==> src/rtl/adaptive_threshold_pkg.sv <==
// adaptive_threshold_pkg: shared widths and derived constants for the adaptive-threshold result path
package adaptive_threshold_pkg;
    localparam int DEFAULT_WIDTH_BITS = 8;
    localparam int DEFAULT_HEIGHT_BITS = 8;
    localparam int DEFAULT_NUM_LANES_BITS = 2;
    localparam int DEFAULT_FIFO_DEPTH_BITS = 2;
    localparam int DEFAULT_ENTRY_BITS = DEFAULT_WIDTH_BITS + DEFAULT_HEIGHT_BITS + 1;
    localparam int DEFAULT_FRAME_PIXELS = 1 << (DEFAULT_WIDTH_BITS + DEFAULT_HEIGHT_BITS);

    function automatic int entry_bits(input int width_bits, input int height_bits);
        return width_bits + height_bits + 1;
    endfunction
endpackage

==> src/rtl/result_write_arbiter_if.sv <==
// result_write_arbiter_if: lane result inputs and the single frame-buffer pixel write port
interface result_write_arbiter_if
    import adaptive_threshold_pkg::*;
#(
    parameter int NUM_LANES   = 1 << DEFAULT_NUM_LANES_BITS,
    parameter int WIDTH_BITS  = DEFAULT_WIDTH_BITS,
    parameter int HEIGHT_BITS = DEFAULT_HEIGHT_BITS
);
    logic                                iClear;
    logic [NUM_LANES*WIDTH_BITS-1:0]     iCol;
    logic [NUM_LANES*HEIGHT_BITS-1:0]    iRow;
    logic [NUM_LANES-1:0]                iData;
    logic [NUM_LANES-1:0]                iWren;
    logic [WIDTH_BITS-1:0]               oX;
    logic [HEIGHT_BITS-1:0]              oY;
    logic [2:0]                          oR;
    logic [2:0]                          oG;
    logic [2:0]                          oB;
    logic                                oWren;
    logic [NUM_LANES-1:0]                oOverflow;
    logic [WIDTH_BITS+HEIGHT_BITS:0]     oWriteCount;
    logic                                oFrameDone;

    modport master (
        output iClear, iCol, iRow, iData, iWren,
        input  oX, oY, oR, oG, oB, oWren, oOverflow, oWriteCount, oFrameDone
    );

    modport slave (
        input  iClear, iCol, iRow, iData, iWren,
        output oX, oY, oR, oG, oB, oWren, oOverflow, oWriteCount, oFrameDone
    );
endinterface

==> src/rtl/result_lane_fifo.sv <==
// result_lane_fifo: per-lane entry buffer; a push into a full buffer is kept when the head pops that cycle
module result_lane_fifo
    import adaptive_threshold_pkg::*;
#(
    parameter int ENTRY_BITS      = DEFAULT_ENTRY_BITS,
    parameter int FIFO_DEPTH_BITS = DEFAULT_FIFO_DEPTH_BITS
) (
    input  logic                  clock,
    input  logic                  not_reset,
    input  logic                  iClear,
    input  logic                  iPush,
    input  logic [ENTRY_BITS-1:0] iData,
    input  logic                  iPop,
    output logic [ENTRY_BITS-1:0] oData,
    output logic                  oEmpty,
    output logic                  oFull,
    output logic                  oOverflowPulse
);
    localparam int DEPTH = 1 << FIFO_DEPTH_BITS;

    logic [ENTRY_BITS-1:0]      mem_q [DEPTH];
    logic [FIFO_DEPTH_BITS-1:0] wr_ptr_q, wr_ptr_d, rd_ptr_q, rd_ptr_d;
    logic [FIFO_DEPTH_BITS:0]   count_q, count_d;
    logic                       push_ok, pop_ok;

    assign oData = mem_q[rd_ptr_q];

    always_comb begin
        oEmpty = count_q == '0;
        oFull = count_q == (FIFO_DEPTH_BITS+1)'(DEPTH);
        pop_ok = iPop && !oEmpty;
        push_ok = iPush && (!oFull || pop_ok);
        oOverflowPulse = iPush && !push_ok && !iClear;
        wr_ptr_d = iClear ? '0 : wr_ptr_q + FIFO_DEPTH_BITS'(push_ok);
        rd_ptr_d = iClear ? '0 : rd_ptr_q + FIFO_DEPTH_BITS'(pop_ok);
        count_d = iClear ? '0 : count_q + (FIFO_DEPTH_BITS+1)'(push_ok) - (FIFO_DEPTH_BITS+1)'(pop_ok);
    end

    always_ff @(posedge clock)
        if (push_ok && !iClear) mem_q[wr_ptr_q] <= iData;

    always_ff @(posedge clock or negedge not_reset)
        if (!not_reset) begin
            wr_ptr_q <= '0;
            rd_ptr_q <= '0;
            count_q <= '0;
        end else begin
            wr_ptr_q <= wr_ptr_d;
            rd_ptr_q <= rd_ptr_d;
            count_q <= count_d;
        end
endmodule

==> src/rtl/result_write_arbiter.sv <==
// result_write_arbiter: buffers box_filter lane results, round-robin merges them onto one registered pixel write port
module result_write_arbiter
    import adaptive_threshold_pkg::*;
#(
    parameter int NUM_LANES_BITS  = DEFAULT_NUM_LANES_BITS,
    parameter int NUM_LANES       = 1 << NUM_LANES_BITS,
    parameter int WIDTH_BITS      = DEFAULT_WIDTH_BITS,
    parameter int HEIGHT_BITS     = DEFAULT_HEIGHT_BITS,
    parameter int FIFO_DEPTH_BITS = DEFAULT_FIFO_DEPTH_BITS
) (
    input logic                    clock,
    input logic                    not_reset,
    result_write_arbiter_if.slave  bus
);
    localparam int LANE_ENTRY_BITS = entry_bits(WIDTH_BITS, HEIGHT_BITS);
    localparam int COUNT_BITS = WIDTH_BITS + HEIGHT_BITS + 1;
    localparam logic [COUNT_BITS-1:0] FRAME_COUNT = {1'b1, {(COUNT_BITS-1){1'b0}}};

    logic [LANE_ENTRY_BITS-1:0] head [NUM_LANES];
    logic [NUM_LANES-1:0]       empty, full_unused, pop, ovf_pulse;
    logic [NUM_LANES_BITS-1:0]  ptr_q, ptr_d, gnt, idx;
    logic                       gnt_v;
    logic [WIDTH_BITS-1:0]      x_q, x_d;
    logic [HEIGHT_BITS-1:0]     y_q, y_d;
    logic                       data_q, data_d, wren_q, wren_d, done_q, done_d;
    logic [NUM_LANES-1:0]       ovf_q, ovf_d;
    logic [COUNT_BITS-1:0]      count_q, count_d;

    genvar i;
    for (i = 0; i < NUM_LANES; i++) begin : g_lane
        result_lane_fifo #(
            .ENTRY_BITS      (LANE_ENTRY_BITS),
            .FIFO_DEPTH_BITS (FIFO_DEPTH_BITS)
        ) u_fifo (
            .clock          (clock),
            .not_reset      (not_reset),
            .iClear         (bus.iClear),
            .iPush          (bus.iWren[i]),
            .iData          ({bus.iCol[i*WIDTH_BITS +: WIDTH_BITS], bus.iRow[i*HEIGHT_BITS +: HEIGHT_BITS], bus.iData[i]}),
            .iPop           (pop[i]),
            .oData          (head[i]),
            .oEmpty         (empty[i]),
            .oFull          (full_unused[i]),
            .oOverflowPulse (ovf_pulse[i])
        );
    end

    // scan from the farthest offset down so the lane nearest ptr wins
    always_comb begin
        gnt_v = 1'b0;
        gnt = ptr_q;
        idx = ptr_q;
        for (int k = NUM_LANES - 1; k >= 0; k--) begin
            idx = ptr_q + NUM_LANES_BITS'(k);
            if (!empty[idx]) begin
                gnt_v = 1'b1;
                gnt = idx;
            end
        end
        pop = gnt_v ? NUM_LANES'(1) << gnt : '0;
        ptr_d = bus.iClear ? '0 : gnt_v ? gnt + NUM_LANES_BITS'(1) : ptr_q;
    end

    always_comb begin
        {x_d, y_d, data_d} = gnt_v ? head[gnt] : {x_q, y_q, data_q};
        wren_d = gnt_v;
        ovf_d = ovf_q | ovf_pulse;
        count_d = (gnt_v && count_q != '1) ? count_q + COUNT_BITS'(1) : count_q;
        done_d = done_q || count_d == FRAME_COUNT;
        if (bus.iClear) begin
            {x_d, y_d, data_d} = '0;
            wren_d = 1'b0;
            ovf_d = '0;
            count_d = '0;
            done_d = 1'b0;
        end
    end

    always_ff @(posedge clock or negedge not_reset)
        if (!not_reset) begin
            ptr_q <= '0;
            x_q <= '0;
            y_q <= '0;
            data_q <= 1'b0;
            wren_q <= 1'b0;
            ovf_q <= '0;
            count_q <= '0;
            done_q <= 1'b0;
        end else begin
            ptr_q <= ptr_d;
            x_q <= x_d;
            y_q <= y_d;
            data_q <= data_d;
            wren_q <= wren_d;
            ovf_q <= ovf_d;
            count_q <= count_d;
            done_q <= done_d;
        end

    assign bus.oX = x_q;
    assign bus.oY = y_q;
    assign bus.oR = {3{data_q}};
    assign bus.oG = {3{data_q}};
    assign bus.oB = {3{data_q}};
    assign bus.oWren = wren_q;
    assign bus.oOverflow = ovf_q;
    assign bus.oWriteCount = count_q;
    assign bus.oFrameDone = done_q;
endmodule

==> src/flat_wrapper.sv <==
// flat-port wrapper written by rule: the top's interface ports become plain ports
module result_write_arbiter_flat import adaptive_threshold_pkg::*;
#(
    parameter int NUM_LANES_BITS  = DEFAULT_NUM_LANES_BITS,
    parameter int NUM_LANES       = 1 << NUM_LANES_BITS,
    parameter int WIDTH_BITS      = DEFAULT_WIDTH_BITS,
    parameter int HEIGHT_BITS     = DEFAULT_HEIGHT_BITS,
    parameter int FIFO_DEPTH_BITS = DEFAULT_FIFO_DEPTH_BITS
)
  (clock, not_reset, bus_iClear, bus_iCol, bus_iRow, bus_iData, bus_iWren, bus_oX, bus_oY, bus_oR, bus_oG, bus_oB, bus_oWren, bus_oOverflow, bus_oWriteCount, bus_oFrameDone);
  result_write_arbiter_if #(.NUM_LANES(NUM_LANES), .WIDTH_BITS(WIDTH_BITS), .HEIGHT_BITS(HEIGHT_BITS)) bus_i ();
  input logic clock;
  input logic not_reset;
  input wire logic [$bits(bus_i.iClear)-1:0] bus_iClear;
  input wire logic [$bits(bus_i.iCol)-1:0] bus_iCol;
  input wire logic [$bits(bus_i.iRow)-1:0] bus_iRow;
  input wire logic [$bits(bus_i.iData)-1:0] bus_iData;
  input wire logic [$bits(bus_i.iWren)-1:0] bus_iWren;
  output wire logic [$bits(bus_i.oX)-1:0] bus_oX;
  output wire logic [$bits(bus_i.oY)-1:0] bus_oY;
  output wire logic [$bits(bus_i.oR)-1:0] bus_oR;
  output wire logic [$bits(bus_i.oG)-1:0] bus_oG;
  output wire logic [$bits(bus_i.oB)-1:0] bus_oB;
  output wire logic [$bits(bus_i.oWren)-1:0] bus_oWren;
  output wire logic [$bits(bus_i.oOverflow)-1:0] bus_oOverflow;
  output wire logic [$bits(bus_i.oWriteCount)-1:0] bus_oWriteCount;
  output wire logic [$bits(bus_i.oFrameDone)-1:0] bus_oFrameDone;
  assign bus_i.iClear = bus_iClear;
  assign bus_i.iCol = bus_iCol;
  assign bus_i.iRow = bus_iRow;
  assign bus_i.iData = bus_iData;
  assign bus_i.iWren = bus_iWren;
  assign bus_oX = bus_i.oX;
  assign bus_oY = bus_i.oY;
  assign bus_oR = bus_i.oR;
  assign bus_oG = bus_i.oG;
  assign bus_oB = bus_i.oB;
  assign bus_oWren = bus_i.oWren;
  assign bus_oOverflow = bus_i.oOverflow;
  assign bus_oWriteCount = bus_i.oWriteCount;
  assign bus_oFrameDone = bus_i.oFrameDone;
  result_write_arbiter #(.NUM_LANES_BITS(NUM_LANES_BITS), .NUM_LANES(NUM_LANES), .WIDTH_BITS(WIDTH_BITS), .HEIGHT_BITS(HEIGHT_BITS), .FIFO_DEPTH_BITS(FIFO_DEPTH_BITS)) u_core (.clock(clock), .not_reset(not_reset), .bus(bus_i));
endmodule
==> config.mk <==
export PLATFORM = sky130hd
export DESIGN_NAME = result_write_arbiter_flat
export DESIGN_NICKNAME = d
export VERILOG_FILES = /design/src/rtl/adaptive_threshold_pkg.sv /design/src/rtl/result_write_arbiter_if.sv /design/src/rtl/result_lane_fifo.sv /design/src/rtl/result_write_arbiter.sv /design/src/flat_wrapper.sv
export SDC_FILE = /design/constraint.sdc
export NUM_CORES = 1
export LEC_CHECK = 0
export CAP_MARGIN = 10
export CORE_ASPECT_RATIO = 1.4
export CORE_MARGIN = 2
export CORE_UTILIZATION = 40
export CTS_CLUSTER_DIAMETER = 30
export DETAILED_ROUTE_END_ITERATION = 8
export PLACE_DENSITY = 0.71
export REMOVE_ABC_BUFFERS = 1
export SYNTH_ARGS = -nofsm -noshare
export SYNTH_HDL_FRONTEND = slang
export SYNTH_SLANG_ARGS = --single-unit
==> constraint.sdc <==
create_clock -name clock -period 3.4 [get_ports clock]
set_input_delay 0.34 -clock clock [delete_from_list [all_inputs] [get_ports clock]]
set_output_delay 0.34 -clock clock [all_outputs]
set_load 0.05 [all_outputs]
# Word-level counts from Yosys, hierarchy flattened
# Memories as Yosys holds them, arrays and structs flattened.
# Index checks and enable logic that the tools add are counted.
dict set report classes {
  eq_ne 6
  magnitude_cmp 5
  bitwise 2
  reduce_logical 44
  muxes 51
  n_addsub 21
  shifts 1
}
# op count
set op_table {}
lappend op_table {{$mux W17} 5}
lappend op_table {{$bmux W17 S2} 1}
lappend op_table {{$mux W2} 14}
lappend op_table {{$logic_and A1 B1 Y1} 21}
lappend op_table {{$mux W1} 19}
lappend op_table {{$add A17 B1 Y17 const B} 1}
lappend op_table {{$eq A17 B17 Y1 const B} 1}
lappend op_table {{$ne A17 B17 Y1 const B} 1}
lappend op_table {{$add A2 B1 Y2} 8}
lappend op_table {{$mux W8} 2}
lappend op_table {{$logic_not A1 Y1} 13}
lappend op_table {{$add A3 B1 Y3} 4}
lappend op_table {{$eq A3 B3 Y1 const B} 4}
lappend op_table {{$logic_not A3 Y1} 4}
lappend op_table {{$lt A2 B3 Y1 const B} 4}
lappend op_table {{$mux W3} 4}
lappend op_table {{$sub A3 B1 Y3} 4}
lappend op_table {{$bmux W1 S2} 4}
lappend op_table {{$mux W4} 2}
lappend op_table {{$logic_or A1 B1 Y1} 5}
lappend op_table {{$add A2 B1 Y2 const B} 2}
lappend op_table {{$add A2 B2 Y2 const B} 2}
lappend op_table {{$or A4 B4 Y4} 1}
lappend op_table {{$shl A1 B2 Y4 const A} 1}
lappend op_table {{other kinds (3)} 3}
dict set report totals {
  input_bits 75
  mem_bits_rw 272
  regBits 70
  output_inout_bits 48
  wordCells 154
  mem_count 4
}
# name words word_bits rd rd_ports_with_merged_regs write_ports line_no
set mem_list {}
lappend mem_list {{u_core.g_lane[0].u_fifo.mem_q} 4 17 1 0 1 result_lane_fifo.sv:21} ;# logic [ENTRY_BITS-1:0] mem_q [DEPTH];
lappend mem_list {{u_core.g_lane[1].u_fifo.mem_q} 4 17 1 0 1 result_lane_fifo.sv:21}
lappend mem_list {{u_core.g_lane[2].u_fifo.mem_q} 4 17 1 0 1 result_lane_fifo.sv:21}
lappend mem_list {{u_core.g_lane[3].u_fifo.mem_q} 4 17 1 0 1 result_lane_fifo.sv:21}

# Logic depth before layout (Yosys ltp)
dict set report depth {
  word_depth 17
  depth_mapped 13
  mapped_depth_nobuf 11
}

# Hierarchy
# Synthesis repeated with hierarchy kept, for this count alone.
dict set report hier_totals {
  cells_unflattened 809
  area_unflattened_um2 14612.8
}
# mod instances area_per_inst_um2 seq_area_each_um2 cells_per_inst
set modules_own_cells {}
lappend modules_own_cells {result_lane_fifo 4 2929.1 2217.1 128}
lappend modules_own_cells {result_write_arbiter 1 2896.5 1051.0 297}

# Least setup slack after synthesis
# No wires, ideal clock.
dict set report synth_path {
  path_kind {reg2reg}
  start {reg u_core.g_lane[2].u_fifo.count_q[1]}
  end {mem u_core.g_lane[3].u_fifo.mem_q[2][0] (netlist bit), enable pin}
  stages_incl_launch_ff 8
  t_arrival_ps 3075
  setup_slack_ps -92
  n_path_buf 1
  t_required_ps 2984
  setup_ps 416
  period_less_slack_ps 3492
  cell_sequence {dfrtp_1 > nor3_2 > buf_4 > nand2_1 > a221oi_2 > o21ai_1 > nand2b_1 > nor3b_1}
}
dict set report synth_between {
  elab_chain_cells 15
  word_cells_on_any_way 25
  classes_between {shift (1); mux (19); reduce/logical (5)}
}
# element line_no
set synth_lines {}
lappend synth_lines {{start, declared} result_lane_fifo.sv:23} ;# logic [FIFO_DEPTH_BITS:0] count_q, count_d;
lappend synth_lines {{start signal, assigned} result_lane_fifo.sv:50} ;# count_q <= count_d;
lappend synth_lines {{$logic_not A3 Y1 *} result_lane_fifo.sv:29} ;# oEmpty = count_q == '0;
lappend synth_lines {{$bmux W1 S2} result_write_arbiter.sv:55} ;# if (!empty[idx]) begin
lappend synth_lines {{$mux W1 (not written as such)} result_write_arbiter.sv:55}
lappend synth_lines {{$mux W2 (4 in a row)} result_write_arbiter.sv:55}
lappend synth_lines {{$shl A1 B2 Y4} result_write_arbiter.sv:60} ;# pop = gnt_v ? NUM_LANES'(1) << gnt : '0;
lappend synth_lines {{$mux W4 *} result_write_arbiter.sv:60}
lappend synth_lines {{$logic_and A1 B1 Y1 *} result_lane_fifo.sv:31} ;# pop_ok = iPop && !oEmpty;
lappend synth_lines {{$logic_or A1 B1 Y1 *} result_lane_fifo.sv:32} ;# push_ok = iPush && (!oFull || pop_ok);
lappend synth_lines {{$logic_and A1 B1 Y1 *} result_lane_fifo.sv:32}
lappend synth_lines {{$logic_and A1 B1 Y1 *} result_lane_fifo.sv:40} ;# if (push_ok && !iClear) mem_q[wr_ptr_q] <= iData;
lappend synth_lines {{$mux W1 *} result_lane_fifo.sv:40}
lappend synth_lines {{$mux W1 (not written as such) *} result_lane_fifo.sv:40}
lappend synth_lines {{end, declared} result_lane_fifo.sv:21}
# Mark *: on every way between the ends. The rest lies on a longest branch, timed or not. The select of a mux whose other input is x is not followed.

# Worst setup path after layout
dict set report layout_path {
  start {reg u_core.g_lane[1].u_fifo.count_q[1]}
  end {reg u_core.g_lane[3].u_fifo.count_q[2]}
}
dict set report layout_between {
  elab_chain_cells 15
  word_cells_on_any_way 25
  classes_between {add/sub (2); shift (1); mux (18); reduce/logical (4)}
}
# element line_no
set layout_lines {}
lappend layout_lines {{start, declared} result_lane_fifo.sv:23}
lappend layout_lines {{start signal, assigned} result_lane_fifo.sv:50}
lappend layout_lines {{$logic_not A3 Y1 *} result_lane_fifo.sv:29}
lappend layout_lines {{$bmux W1 S2} result_write_arbiter.sv:55}
lappend layout_lines {{$mux W1 (not written as such)} result_write_arbiter.sv:55}
lappend layout_lines {{$mux W2 (4 in a row)} result_write_arbiter.sv:55}
lappend layout_lines {{$shl A1 B2 Y4} result_write_arbiter.sv:60}
lappend layout_lines {{$mux W4 *} result_write_arbiter.sv:60}
lappend layout_lines {{$logic_and A1 B1 Y1 *} result_lane_fifo.sv:31}
lappend layout_lines {{$logic_or A1 B1 Y1} result_lane_fifo.sv:32}
lappend layout_lines {{$logic_and A1 B1 Y1} result_lane_fifo.sv:32}
lappend layout_lines {{$add A3 B1 Y3} result_lane_fifo.sv:36} ;# count_d = iClear ? '0 : count_q + (FIFO_DEPTH_BITS+1)'(push_ok) - (FIFO_DEPTH_BITS+1)'(pop_ok);
lappend layout_lines {{$sub A3 B1 Y3 *} result_lane_fifo.sv:36}
lappend layout_lines {{$mux W3 *} result_lane_fifo.sv:36}
lappend layout_lines {{named net u_core.g_lane[3].u_fifo.count_d[2]} result_lane_fifo.sv:23}
lappend layout_lines {{end signal, assigned} result_lane_fifo.sv:50}
lappend layout_lines {{end, declared} result_lane_fifo.sv:23}
# The timed path passes the listed nets; every way through them passes the cells marked *. The select of a mux whose other input is x is not followed.
# A chain may end at the register's enable or synchronous reset.

==> qor.yml <==
synthesis:
  synth_top_area_share_pct: 57.8
  synth_edf_count: 272
  synth_most_common_cell: "edfxtp_1"
  ys_ff_latch: 342
  synthFlopType: "edfxtp_1"
  synthTopCellsByCount: "edfxtp_1 (272), nand2_1 (92), dfrtp_1 (70)"
  synth_cell_types: 56
  synth_top_area_cell: "edfxtp_1"
  synth_warnings: 0
  ys_seq_area_share_pct: 70.2
  synth_area_mm2: 0.0141
  synth_cells: 860
  netlist_top_cells_area: "edfxtp_1 (58%), dfrtp_1 (12%), mux4_2 (11%)"
  avgSynthCellArea_um2: 16.4
  async_flop_share_pct: 20.5
die:
  die_width_um: 163
  start_util_pct: 40.5
  core_mm2: 0.0349
  num_io_pins: 123
  die-area_mm2: 0.0369
  rows: 81
  dieHeight_um: 226
critical_path:
  cp.required_ns: 3.83
  crit_type: "register to register"
  worst-path-buf-inv: 2
  max_stage_delay_ns: 0.52
  start_kind: "register"
  crit_chain: "nor3_1 -> nand2_1 -> a221oi_2 -> o21ai_1 -> ha_1 -> inv_1 -> ha_1 -> inv_1 -> fa_1 -> xnor2_1 -> nor2_1"
  worst_setup_path_end_kind: "register"
  cp_slowest_cell: "nor3_1"
  path_delay_family: "simple AND/OR/NAND/NOR gates"
  worst-path-max-fanout: 5
  arrival_ns: 3.47
finish:
  seqCellArea_mm2: 0.00992
  final_area_mm2: 0.0175
  fin_cells: 1503
  antennaDiodeCount: 0
  fill_cells: 2868
  multi_input_area_mm2: 0.00397
  layout-drive-gt1-share_pct: 21.0
  final_nets: 1100
  area_delta_synth_final_pct: 24.0
timing:
  finalCritPeriodShare_pct: 89.4
  report.final.slew_viol_count: 0
  fin_skew_ns: 0.0259
  tightest_slew_ns: 0.946
  holdWs_ns: 0.295
  rsz0062_at_grt: "no"
  max-slew-margin-rel_pct: 36.9
  setup_viol: 0
  hold_violations: 0
  fin_crit_ns: 3.04
  max_freq_mhz: 329
  worst_slack_ns: 0.359
routing:
  wl_per_cell_um: 20.3
  drt_iter0_drc: 458
  drcViolationCount: 0
  dr.pass1.iters: 5
  via_count: 7895
  viasPerCell: 5.25
  ant_nets: 0
  wirelength_mm: 30.6
placement:
  place_ws_ns: 0.267
  hpwl_mm: 20.4
  numPlacedInstances: 1415
  io_buffers: 122
  place_area_mm2: 0.0160
  gp_congestion: 0.832
clock_tree:
  cts_root_buf: "clkbuf_16"
  cts.clk_slew.worst_paths_ns: 0.06
  h-tree-depth: 2
  cts_tree: "built"
  clkSinkCount: 342
  clkLatencyLatePin_ns: 0.56
  cts-buffers-inserted: 47
  clockBufferDepth: 3
global_routing:
  grtUsageTotal_pct: 16.8
  grt_pass1_wl_mm: 46.7
  grt_antenna_before_repair: 2
  grt_overflow_total: 0
  grt_max_degree: 71
  grt_pass1_vias: 8181
outcome:
  status: "finished clean"
power_and_ir_drop:
  irDropWorstVdd_v: 0.000525
  power_leakage_nw: 6.15
  p_per_area_mw_per_mm2: 831
  p_total_w: 0.0146
flow_run:
  max_cap_violations: 0
min_path:
  hp-class: "primary input to register"
flip-flops by register name, indices dropped and copies added, names as in the netlist:
| signal | flops |
|---|---|
| u_core.g_lane.u_fifo.mem_q | 272 |
| u_core.bus.oWriteCount | 17 |
| u_core.g_lane.u_fifo.count_q | 12 |
| u_core.bus.oX | 8 |
| u_core.bus.oY | 8 |
| u_core.g_lane.u_fifo.rd_ptr_q | 8 |
| u_core.g_lane.u_fifo.wr_ptr_q | 8 |
| u_core.bus.oOverflow | 4 |
| u_core.ptr_q | 2 |
| u_core.bus.oFrameDone | 1 |
| u_core.bus.oWren | 1 |
| u_core.data_q | 1 |
layer usage:
layer,track usage [%],share of wire (%),vias to the layer above
met5,0,0.095,-
met4,6.05,2.7,4
met3,3.66,5.3,59
met2,29.4,52,227
met1,20.6,40,3983
li1,-,-,3622
report_power, final:
part / internal, W / switching (W) / total (W) / leakage, nW
Clock: 0.00266 / 0.00202 / 0.00468 / 0.746
Sequential: 0.00496 / 0.000410 / 0.00537 / 3.41
Combinational: 0.00183 / 0.00270 / 0.00452 / 2.00
placed cells by master, fill, tap and decap left out, drive strengths merged, types with 6 or more instances in the layout:
cell,count
clkdlybuf4s50,120
clkinv,20
clkbuf,47
ha,12
nand4,9
nor4,7
dfrtp,70
edfxtp,272
nand3,13
clkinvlp,7
nor3,16
xnor2,17
nor2,51
buf,33
o21ai,12
nand2,92
xor2,16
inv,27
mux4,68
or3,6
a211o,17
a21oi,48
nor2b,9
logic make-up (layout without fill, tap and decap cells):
| family | after synthesis | in the layout | share of synthesized area (%) |
|---|---|---|---|
| flip-flops | 342 | 342 | 70.2 |
| buffers and inverters | 68 | 255 | 2.29 |
| AND/OR/NAND/NOR | 224 | 224 | 7.45 |
| multiplexers | 70 | 70 | 11.0 |
| adder cells (fa/ha/maj) | 16 | 16 | 1.63 |
| XOR/XNOR | 33 | 33 | 2.04 |
| AO/OA/AOI/OAI | 107 | 107 | 5.42 |
layout make-up:
cell class	instances	share of cell area, %
Tap cell	456	3.26
Multi-Input combinational cell	450	22.6
Timing Repair Buffer	154	8.31
Sequential cell	342	56.6
Clock inverter	40	2.20
Clock buffer	47	6.71
Inverter	14	0.300
worst paths after layout:
kind | start | to | slack, ns | depth (start not counted)
max reg2reg | u_core.g_lane[1].u_fifo.count_q[1] | u_core.g_lane[3].u_fifo.count_q[2] | 0.36 | 11
min | bus_iClear | u_core.g_lane[2].u_fifo.rd_ptr_q[1] | 0.29 | 2
min reg2reg | u_core.bus.oY[1] | u_core.bus.oY[1] | 0.49 | 1
max in group asynchronous | not_reset | u_core.bus.oWriteCount[11] | 2.31 | 2
max | u_core.g_lane[1].u_fifo.count_q[1] | u_core.g_lane[3].u_fifo.count_q[2] | 0.36 | 11
min in group asynchronous | not_reset | u_core.g_lane[3].u_fifo.wr_ptr_q[1] | 0.48 | 2
what timing repair did:
item | 4_1_cts | 5_1_grt
gates resized for setup | 0 | 1
buffers inserted | 0 | 0
hold buffers | 1 | 0
endpoints found under the hold margin | 70 | 0
endpoints found under the setup margin | 0 | 1
stage by stage:
step | TNS (ns) | util, %
after detailed placement | 0 | 45.8
final | 0 | 50.3
after CTS | 0 | 50.3
after global routing | 0 | 50.3
after global placement | 0 | 45.8
after floorplan | -42.80 | -
No activity file was read; power rests on OpenSTA's default activity.
